## src/rtl/reg_cmd_ctrl_pkg.sv

```systemverilog
// Shared types and constants for the register-file command controller.
package reg_cmd_ctrl_pkg;

  // Frame-sequencing states
  typedef enum logic [2:0] {
    StIdle,
    StWrAddr,
    StWrData,
    StRdAddr,
    StRdWait,
    StTxSend
  } state_e;

  localparam logic [7:0] CMD_WR_DEF   = 8'hAA;
  localparam logic [7:0] CMD_RD_DEF   = 8'hBB;
  localparam logic [7:0] ERR_BYTE_DEF = 8'hEE;

  // True when every bit at or above position lsb is zero.
  // Callers zero-extend their operand to 32 bits, so any byte width up to 32 works.
  function automatic logic upper_bits_zero(input logic [31:0] value, input int unsigned lsb);
    return (value >> lsb) == 32'd0;
  endfunction

endpackage

```

## src/rtl/reg_cmd_ctrl.sv

```systemverilog
// Byte-command controller: decodes UART write/read frames into register-file
// accesses and returns read data (or an error byte) to the UART transmitter.
module reg_cmd_ctrl
  import reg_cmd_ctrl_pkg::*;
#(
  parameter int unsigned     DATA     = 8,
  parameter int unsigned     ADD      = 4,
  parameter logic [DATA-1:0] CMD_WR   = CMD_WR_DEF,
  parameter logic [DATA-1:0] CMD_RD   = CMD_RD_DEF,
  parameter logic [DATA-1:0] ERR_BYTE = ERR_BYTE_DEF,
  parameter int unsigned     RD_TMO   = 4
) (
  input  logic            CLK,
  input  logic            RST,
  input  logic [DATA-1:0] RX_P_DATA,
  input  logic            RX_D_VLD,
  input  logic [DATA-1:0] RdData,
  input  logic            RdData_Valid,
  input  logic            TX_Busy,
  output logic            WrEn,
  output logic            RdEn,
  output logic [ADD-1:0]  Address,
  output logic [DATA-1:0] WrData,
  output logic [DATA-1:0] TX_P_DATA,
  output logic            TX_D_VLD
);

  localparam int unsigned CntW = $clog2(RD_TMO + 1);

  state_e          state_q, state_d;
  logic [ADD-1:0]  addr_q, addr_d;
  logic [DATA-1:0] wr_data_q, wr_data_d;
  logic [DATA-1:0] tx_data_q, tx_data_d;
  logic            wr_en_q, wr_en_d;
  logic            rd_en_q, rd_en_d;
  logic            tx_vld_q, tx_vld_d;
  logic [CntW-1:0] cnt_q, cnt_d;
  logic [CntW-1:0] cnt_inc;
  logic            in_range;

  assign in_range = upper_bits_zero(32'(RX_P_DATA), ADD);

  // Next-state decode and next values for every registered output
  always_comb begin
    state_d   = state_q;
    addr_d    = addr_q;
    wr_data_d = wr_data_q;
    tx_data_d = tx_data_q;
    wr_en_d   = 1'b0;
    rd_en_d   = 1'b0;
    tx_vld_d  = 1'b0;
    cnt_d     = cnt_q;
    cnt_inc   = cnt_q + 1'b1;

    unique case (state_q)
      StIdle: begin
        if (RX_D_VLD) begin
          if (RX_P_DATA == CMD_WR) begin
            state_d = StWrAddr;
          end else if (RX_P_DATA == CMD_RD) begin
            state_d = StRdAddr;
          end
        end
      end
      StWrAddr: begin
        if (RX_D_VLD) begin
          if (in_range) begin
            addr_d  = RX_P_DATA[ADD-1:0];
            state_d = StWrData;
          end else begin
            state_d = StIdle;
          end
        end
      end
      StWrData: begin
        if (RX_D_VLD) begin
          wr_data_d = RX_P_DATA;
          wr_en_d   = 1'b1;
          state_d   = StIdle;
        end
      end
      StRdAddr: begin
        if (RX_D_VLD) begin
          if (in_range) begin
            addr_d  = RX_P_DATA[ADD-1:0];
            rd_en_d = 1'b1;
            cnt_d   = '0;
            state_d = StRdWait;
          end else begin
            tx_data_d = ERR_BYTE;
            state_d   = StTxSend;
          end
        end
      end
      StRdWait: begin
        // Valid is ignored while our own RdEn pulse is still on the bus; that
        // cycle still counts toward the timeout.
        if (!rd_en_q && RdData_Valid) begin
          tx_data_d = RdData;
          state_d   = StTxSend;
        end else begin
          cnt_d = cnt_inc;
          if (cnt_inc == CntW'(RD_TMO)) begin
            tx_data_d = ERR_BYTE;
            state_d   = StTxSend;
          end
        end
      end
      StTxSend: begin
        if (!TX_Busy) begin
          tx_vld_d = 1'b1;
          state_d  = StIdle;
        end
      end
      default: state_d = StIdle;
    endcase
  end

  // State, timeout counter and output registers
  always_ff @(posedge CLK or negedge RST) begin
    if (!RST) begin
      state_q   <= StIdle;
      addr_q    <= '0;
      wr_data_q <= '0;
      tx_data_q <= '0;
      wr_en_q   <= 1'b0;
      rd_en_q   <= 1'b0;
      tx_vld_q  <= 1'b0;
      cnt_q     <= '0;
    end else begin
      state_q   <= state_d;
      addr_q    <= addr_d;
      wr_data_q <= wr_data_d;
      tx_data_q <= tx_data_d;
      wr_en_q   <= wr_en_d;
      rd_en_q   <= rd_en_d;
      tx_vld_q  <= tx_vld_d;
      cnt_q     <= cnt_d;
    end
  end

  assign WrEn      = wr_en_q;
  assign RdEn      = rd_en_q;
  assign Address   = addr_q;
  assign WrData    = wr_data_q;
  assign TX_P_DATA = tx_data_q;
  assign TX_D_VLD  = tx_vld_q;

endmodule
```

## config.mk

```make
export PLATFORM = sky130hd
export DESIGN_NAME = reg_cmd_ctrl
export DESIGN_NICKNAME = d
export VERILOG_FILES = /design/src/rtl/reg_cmd_ctrl_pkg.sv /design/src/rtl/reg_cmd_ctrl.sv
export SDC_FILE = /design/constraint.sdc
export NUM_CORES = 1
export LEC_CHECK = 0
export BUFFER_PORTS_ARGS = -buffer_cell sky130_fd_sc_hd__buf_2
export CORE_ASPECT_RATIO = 1.4
export CORE_MARGIN = 2
export CORE_UTILIZATION = 26
export DETAILED_ROUTE_END_ITERATION = 8
export PLACE_DENSITY = 0.45
export SLEW_MARGIN = 20
export SYNTH_ARGS = -nofsm -noshare
export SYNTH_HDL_FRONTEND = slang
export SYNTH_SLANG_ARGS = --single-unit
```

## constraint.sdc

```tcl
create_clock -name CLK -period 2.36 [get_ports CLK]
set_input_delay 0.118 -clock CLK [delete_from_list [all_inputs] [get_ports CLK]]
set_output_delay 0.118 -clock CLK [all_outputs]
set_load 0.03 [all_outputs]
```

### Word level (Yosys, flattened, before mapping)

Cells that the tools add are included.

| word-level totals | value |
|---|---|
| output and inout port bits | 23 |
| bits in registers | 29 |
| logic and storage cells | 66 |
| input port bits | 21 |

| cells by class | value |
|---|---|
| eq/ne operators | 18 |
| multiplexer cells | 28 |
| add/subtract/negate cells | 1 |
| reduce and logical (&&, ||, !) cells | 11 |

Operators with widths:

| kind | count |
|---|---|
| $mux 3 | 12 |
| $logic_not 32->1 | 1 |
| $mux 8 | 4 |
| $pmux 3 s6 | 1 |
| $eq 8x8->1 const B | 2 |
| $ne 2x2->1 const B | 8 |
| $pmux 8 s2 | 1 |
| $eq 3x3->1 const B | 3 |
| $mux 1 | 8 |
| $reduce_and 4->1 | 2 |
| $reduce_and 7->1 | 1 |
| $eq 3x2->1 const B | 2 |
| $ne 3x3->1 const B | 2 |
| $pmux 3 s2 | 1 |
| $add 3x1->3 const B | 1 |
| $eq 3x1->1 const B | 1 |
| $logic_not 3->1 | 1 |
| $reduce_and 3->1 | 1 |
| $mux 2 | 1 |
| $reduce_and 2->1 | 1 |
| $reduce_bool 2->1 | 1 |
| $reduce_or 2->1 | 1 |
| $logic_and 1x1->1 | 1 |
| $logic_not 1->1 | 1 |

### Depth between registers and ports, before layout

| logic depth | value |
|---|---|
| depth after elaboration | 5 |
| gate-level depth with buffers | 5 |
| mapped depth without buffers | 5 |

### Worst setup path before layout

OpenSTA, ideal clock, no wires.

| path | value |
|---|---|
| path kind | reg2reg |
| start | register cnt_q[0] |
| end | register state_q[0] |
| setup time | 0.125 ns |
| period minus slack after synthesis | 1.713 ns |
| buffers on the path | 0 |
| cell stages (with the launch flop) | 6 |
| arrival time | 1.589 ns |
| required time | 2.235 ns |
| slack | 0.647 ns |
| path through | dfrtp_1 -> ha_1 -> xor2_1 -> a211oi_4 -> a211oi_2 -> mux2_2 |

| on the way | value |
|---|---|
| word-level cells in the longest chain between the ends | 4 |

Ends and longest elaborated chain:

| element | RTL line | RTL |
|---|---|---|
| from (decl) | reg_cmd_ctrl.sv:37 | `logic [CntW-1:0] cnt_q, cnt_d;` |
| from (signal assigned) | reg_cmd_ctrl.sv:138 | `cnt_q <= cnt_d;` |
| $add 3x1->3 | reg_cmd_ctrl.sv:53 | `cnt_inc = cnt_q + 1'b1;` |
| $eq 3x3->1 | reg_cmd_ctrl.sv:103 | `if (cnt_inc == CntW'(RD_TMO)) begin` |
| $ne 3x3->1 (no source line) | n/a |  |
| $reduce_and 7->1 (no source line) | n/a |  |
| to (signal assigned) | reg_cmd_ctrl.sv:122 | `state_q <= StIdle;` |
| to (signal assigned) | reg_cmd_ctrl.sv:131 | `state_q <= state_d;` |
| to (decl) | reg_cmd_ctrl.sv:30 | `state_e state_q, state_d;` |

No other way between the ends.
A chain may end at the register's enable or synchronous reset.

### Worst setup path in the final report

| path | value |
|---|---|
| start | register state_q[2] |
| end | register tx_data_q[4], in the netlist TX_P_DATA[4] |

| on the way | value |
|---|---|
| word-level cells in the longest chain between the ends | 3 |
| elaborated cells on any way between the ends | 8 |
| those cells by class | eq/ne (5); mux (1); reduce/logical (2) |

Ends and longest elaborated chain:

| element | RTL line | RTL |
|---|---|---|
| $eq 3x3->1 or $eq 3x2->1 (tied branches) | reg_cmd_ctrl.sv:55 | `unique case (state_q)` |
| $ne 3x3->1 (no source line) (tied with other cells) | n/a |  |
| $reduce_and 4->1 (no source line) | n/a |  |
| to (signal assigned) | reg_cmd_ctrl.sv:134 | `tx_data_q <= tx_data_d;` |
| to (decl) | reg_cmd_ctrl.sv:33 | `logic [DATA-1:0] tx_data_q, tx_data_d;` |

Several ways; a longest one is shown, not always the timed one.

==> flow_results.org <==
** Synthesis
- By instance count, the leading cell after synthesis is sky130_fd_sc_hd__dfrtp_1.
- Net count after synthesis :: 124
- Async set or reset register ratio after synthesis :: 100%
- Avg Inst Size Synth :: 13.2 sq um
- Most used flip-flop cell after synthesis :: sky130_fd_sc_hd__dfrtp_1
- In the synthesized netlist, the cells that appear most often are sky130_fd_sc_hd__dfrtp_1, sky130_fd_sc_hd__mux2_2, sky130_fd_sc_hd__o21ai_0, sky130_fd_sc_hd__o22a_1.
- Largest area contributor in the netlist :: sky130_fd_sc_hd__dfrtp_1
- Cells taking the most area after synthesis :: sky130_fd_sc_hd__dfrtp_1, sky130_fd_sc_hd__mux2_2, sky130_fd_sc_hd__o22a_1
- The synthesized design contains 0 enable-type register cells.
- In this run the biggest area consumer among cell types represents 54.5% of the synthesized area.
- Number of warnings printed during yosys synthesis :: 0
- Yosys reg bits :: 29
- In this run the cell area of the synthesized design comes to 0.00133 sq mm.
- Cell variety after synth :: 34
- Post-Synthesis Cells :: 101
- Of the synthesized area, sequential elements account for 54.5%.

** Layout
- Layout cell share with drive strength beyond 1 :: 49.7%
- Final nets :: 172
- Layout Cell Area excl Fill :: 0.00173 sq mm
- Layout overhead on the synthesized area :: 29.6%
- Measured on the finished design, the core utilization comes to 35.4%.
- Antenna cell count :: 0

** Clocking
- TritonCTS built the clock tree.
- Worst-skew pair later-pin latency :: 0.27 ns
- The tree is rooted in a sky130_fd_sc_hd__clkbuf_8.
- Resized cells post-CTS :: 0
- In this run, CTS created clock tree buffers numbering 5.
- After clock tree synthesis, the clock-pin slew on the worst setup and hold paths is 0.06 ns.
- The H-tree was split into 2 levels.
- Bufs on Longest Clock Path :: 2
- Total clock sinks :: 29

** Pwr
- The analysis attributes to cell leakage a power of 0.000801 uW.
- Maximum vdd ir drop :: 0.494 mV
- Power spread over the standard cell area amounts to 1310 mW/mm^2.

** STA
- Tmin final :: 1.85 ns
- Based on the critical path, the design can be clocked at up to 542 MHz.
- Period utilization :: 78.2%
- Worst Hold Slack :: 0.0314 ns
- Summed over all failing endpoints, the final setup total negative slack is 0 ns.
- Setup repair after global routing left no endpoint under its margin.
- Count of final max-slew check failures :: 0
- The clock arrives with 0.00450 ns of skew.
- At the pin with the least slew margin, the transition time is 0.641 ns.
- Setup violators final :: 0
- Relative slew slack :: 57.2%
- Final Hold Violating Endpoints :: 0
- In the post-route analysis, the smallest setup slack over all paths is 0.514 ns.

** Critical path
- Counting cells, the worst reg-to-reg path comes to 4.
- Maximum fanout along the worst path :: 12
- Critical path type :: register to register
- The endpoint identified for the worst register-to-register timing path is TX_P_DATA[4].
- STA puts the critical path data required time at 2.50 ns.
- STA classifies the critical path startpoint as a register.
- Data arrival time of the critical path :: 1.98 ns
- Critical register-to-register path startpoint :: state_q[2]
- Nature of the critical path endpoint :: register
- Register-to-register path setup slack :: 0.51 ns

** Floorplanning
- From left edge to right edge, the die measures 64.5 microns.
- Starting density of the core :: 27.3%
- Row count :: 30
- In this run the standard cell core region covers 0.00488 sq mm.
- In this run the vertical extent of the chip is 88.7 microns.
- Die area :: 0.00572 sq mm
- Pin placement for this block handled 44 I/O pins.

** Placed design
- During placement, the flow inserted port buffers numbering 43.
- Area after DPL :: 0.00161 sq mm
- After legalization and detailed placement, the total HPWL measured 2.16 mm.
- OpenSTA, run right after detailed placement, puts the worst setup slack at 0.429 ns.
- Routability congestion estimate from global placement :: 0.747

** Routing
- Highest signal layer in the routed design :: met4
- Router iterations before antenna repair :: 2
- Remaining design rule violation count :: 0
- The routed design uses 1.38 mm of met2 wire.
- Detailed routing placed a total of 195 microns of wire on met3.
- Drt total wl :: 2.84 mm
- Average via count per standard cell :: 4.60
- In this run the remaining antenna-violating nets after routing total 0.
- Violation count after the first detailed-route iteration :: 15
- The routed layout has 979 vias.
- The detailed router put a total of 1.22 mm of wire on met1.
- Dividing the detail-routed wire length by the instance count gives 13.4 microns.

** Min path
- Min-delay worst type :: input port to register
- For hold timing, the worst endpoint is TX_D_VLD.
- Worst hold stages :: 2
- The startpoint identified for the worst hold timing path is TX_Busy.

** GRT
- Global routing used 11.6% of the available tracks.
- The initial antenna violation count was 0.
- Maximum number of pins on one net before global-route repair :: 30
- Vias in the first global route :: 1060
- Wire length of the first global-routing pass :: 5.05 mm
- Grt ovf :: 0

** Status
- The flow ran to the end, and the final reports show no timing, DRC or antenna violations.

** Job
- The tool flagged a number of max-cap violations equal to 0.
-- layout make-up --
| type | count | area [sq um] |
|---|---|---|
| fillers | 520 | 3150 |
| inverters | 4 | 15.0 |
| multi-input cells | 64 | 568 |
| well taps | 64 | 80.1 |
| flip-flops and latches | 29 | 726 |
| repair buffers | 45 | 233 |
| clock inverters | 2 | 35.0 |
| clock buffers | 5 | 68.8 |
-- critical path, cell delays in order, from the launching register on --
cell and delay [ns]:
sky130_fd_sc_hd__dfrtp_1 0.53, sky130_fd_sc_hd__or3b_4 0.46, sky130_fd_sc_hd__o21ai_0 0.08, sky130_fd_sc_hd__nor3b_2 0.49, sky130_fd_sc_hd__o21ai_0 0.15
-- cell families after synthesis --
family          count (synthesis)  share of synthesized area [%]
buf+inv                         8                           2.82
flops                          29                           54.5
xor+xnor                        2                           1.32
mux                            15                           12.7
fa+ha+maj                       2                           1.88
compound gates                 17                           10.4
simple gates                   28                           16.4
-- sequential cells by signal, summed over array words and instances, names as in the netlist --
register / flops
WrData: 8
RdEn: 1
state_q: 3
Address: 4
TX_P_DATA: 8
cnt_q: 3
WrEn: 1
TX_D_VLD: 1
-- worst max-delay path by stage --
stage	slack, ns	to	start	depth (start not counted)
after floorplan	0.65	state_q[0]	cnt_q[0]	5
after global placement	0.56	TX_P_DATA[0]	state_q[1]	4
after detailed placement	0.43	TX_P_DATA[4]	state_q[2]	4
after CTS	0.49	TX_P_DATA[0]	state_q[2]	4
after global routing	0.33	TX_P_DATA[4]	state_q[2]	4
final	0.51	TX_P_DATA[4]	state_q[2]	4
-- stage by stage --
stage | std cells | power [uW]
final | 213 | 2270
after global routing | 213 | 2430
after CTS | 213 | 2310
after detailed placement | 205 | 1820
after global placement | 205 | 1780
after floorplan | 101 | 1540
-- power breakdown --
group / internal (uW) / leakage [uW] / switching, uW
combinational: 376 / 0.000397 / 561
clock: 306 / 0.0000540 / 171
sequential: 694 / 0.000350 / 157
total: 1380 / 0.000801 / 889
-- layer usage --
layer  global-route usage [%]  vias to the layer above
met3                     3.94                        6
met1                     13.9                      468
li1                         -                      465
met5                        0                        -
met4                     4.64                        0
met2                     19.3                       40
-- layout by cell type, fill, tap and decap left out, types with 2 or more instances in the layout --
cell type / instances
sky130_fd_sc_hd__buf_2: 43
sky130_fd_sc_hd__nand2_1: 2
sky130_fd_sc_hd__clkbuf_8: 5
sky130_fd_sc_hd__nor3_1: 2
sky130_fd_sc_hd__dfrtp_1: 29
sky130_fd_sc_hd__nor2b_1: 3
sky130_fd_sc_hd__o22a_1: 5
sky130_fd_sc_hd__nand3_1: 4
sky130_fd_sc_hd__nor3b_2: 2
sky130_fd_sc_hd__o21ai_0: 6
sky130_fd_sc_hd__nand4_1: 2
sky130_fd_sc_hd__nor4bb_1: 2
sky130_fd_sc_hd__ha_1: 2
sky130_fd_sc_hd__inv_1: 4
sky130_fd_sc_hd__mux2_2: 15
-- repair_timing --
item / 4_1_cts / 5_1_grt
buffers inserted: 0 / 0
endpoints found under the hold margin: 29 / 0
hold buffers: 1 / 0
(Power assumes the default switching activity.)
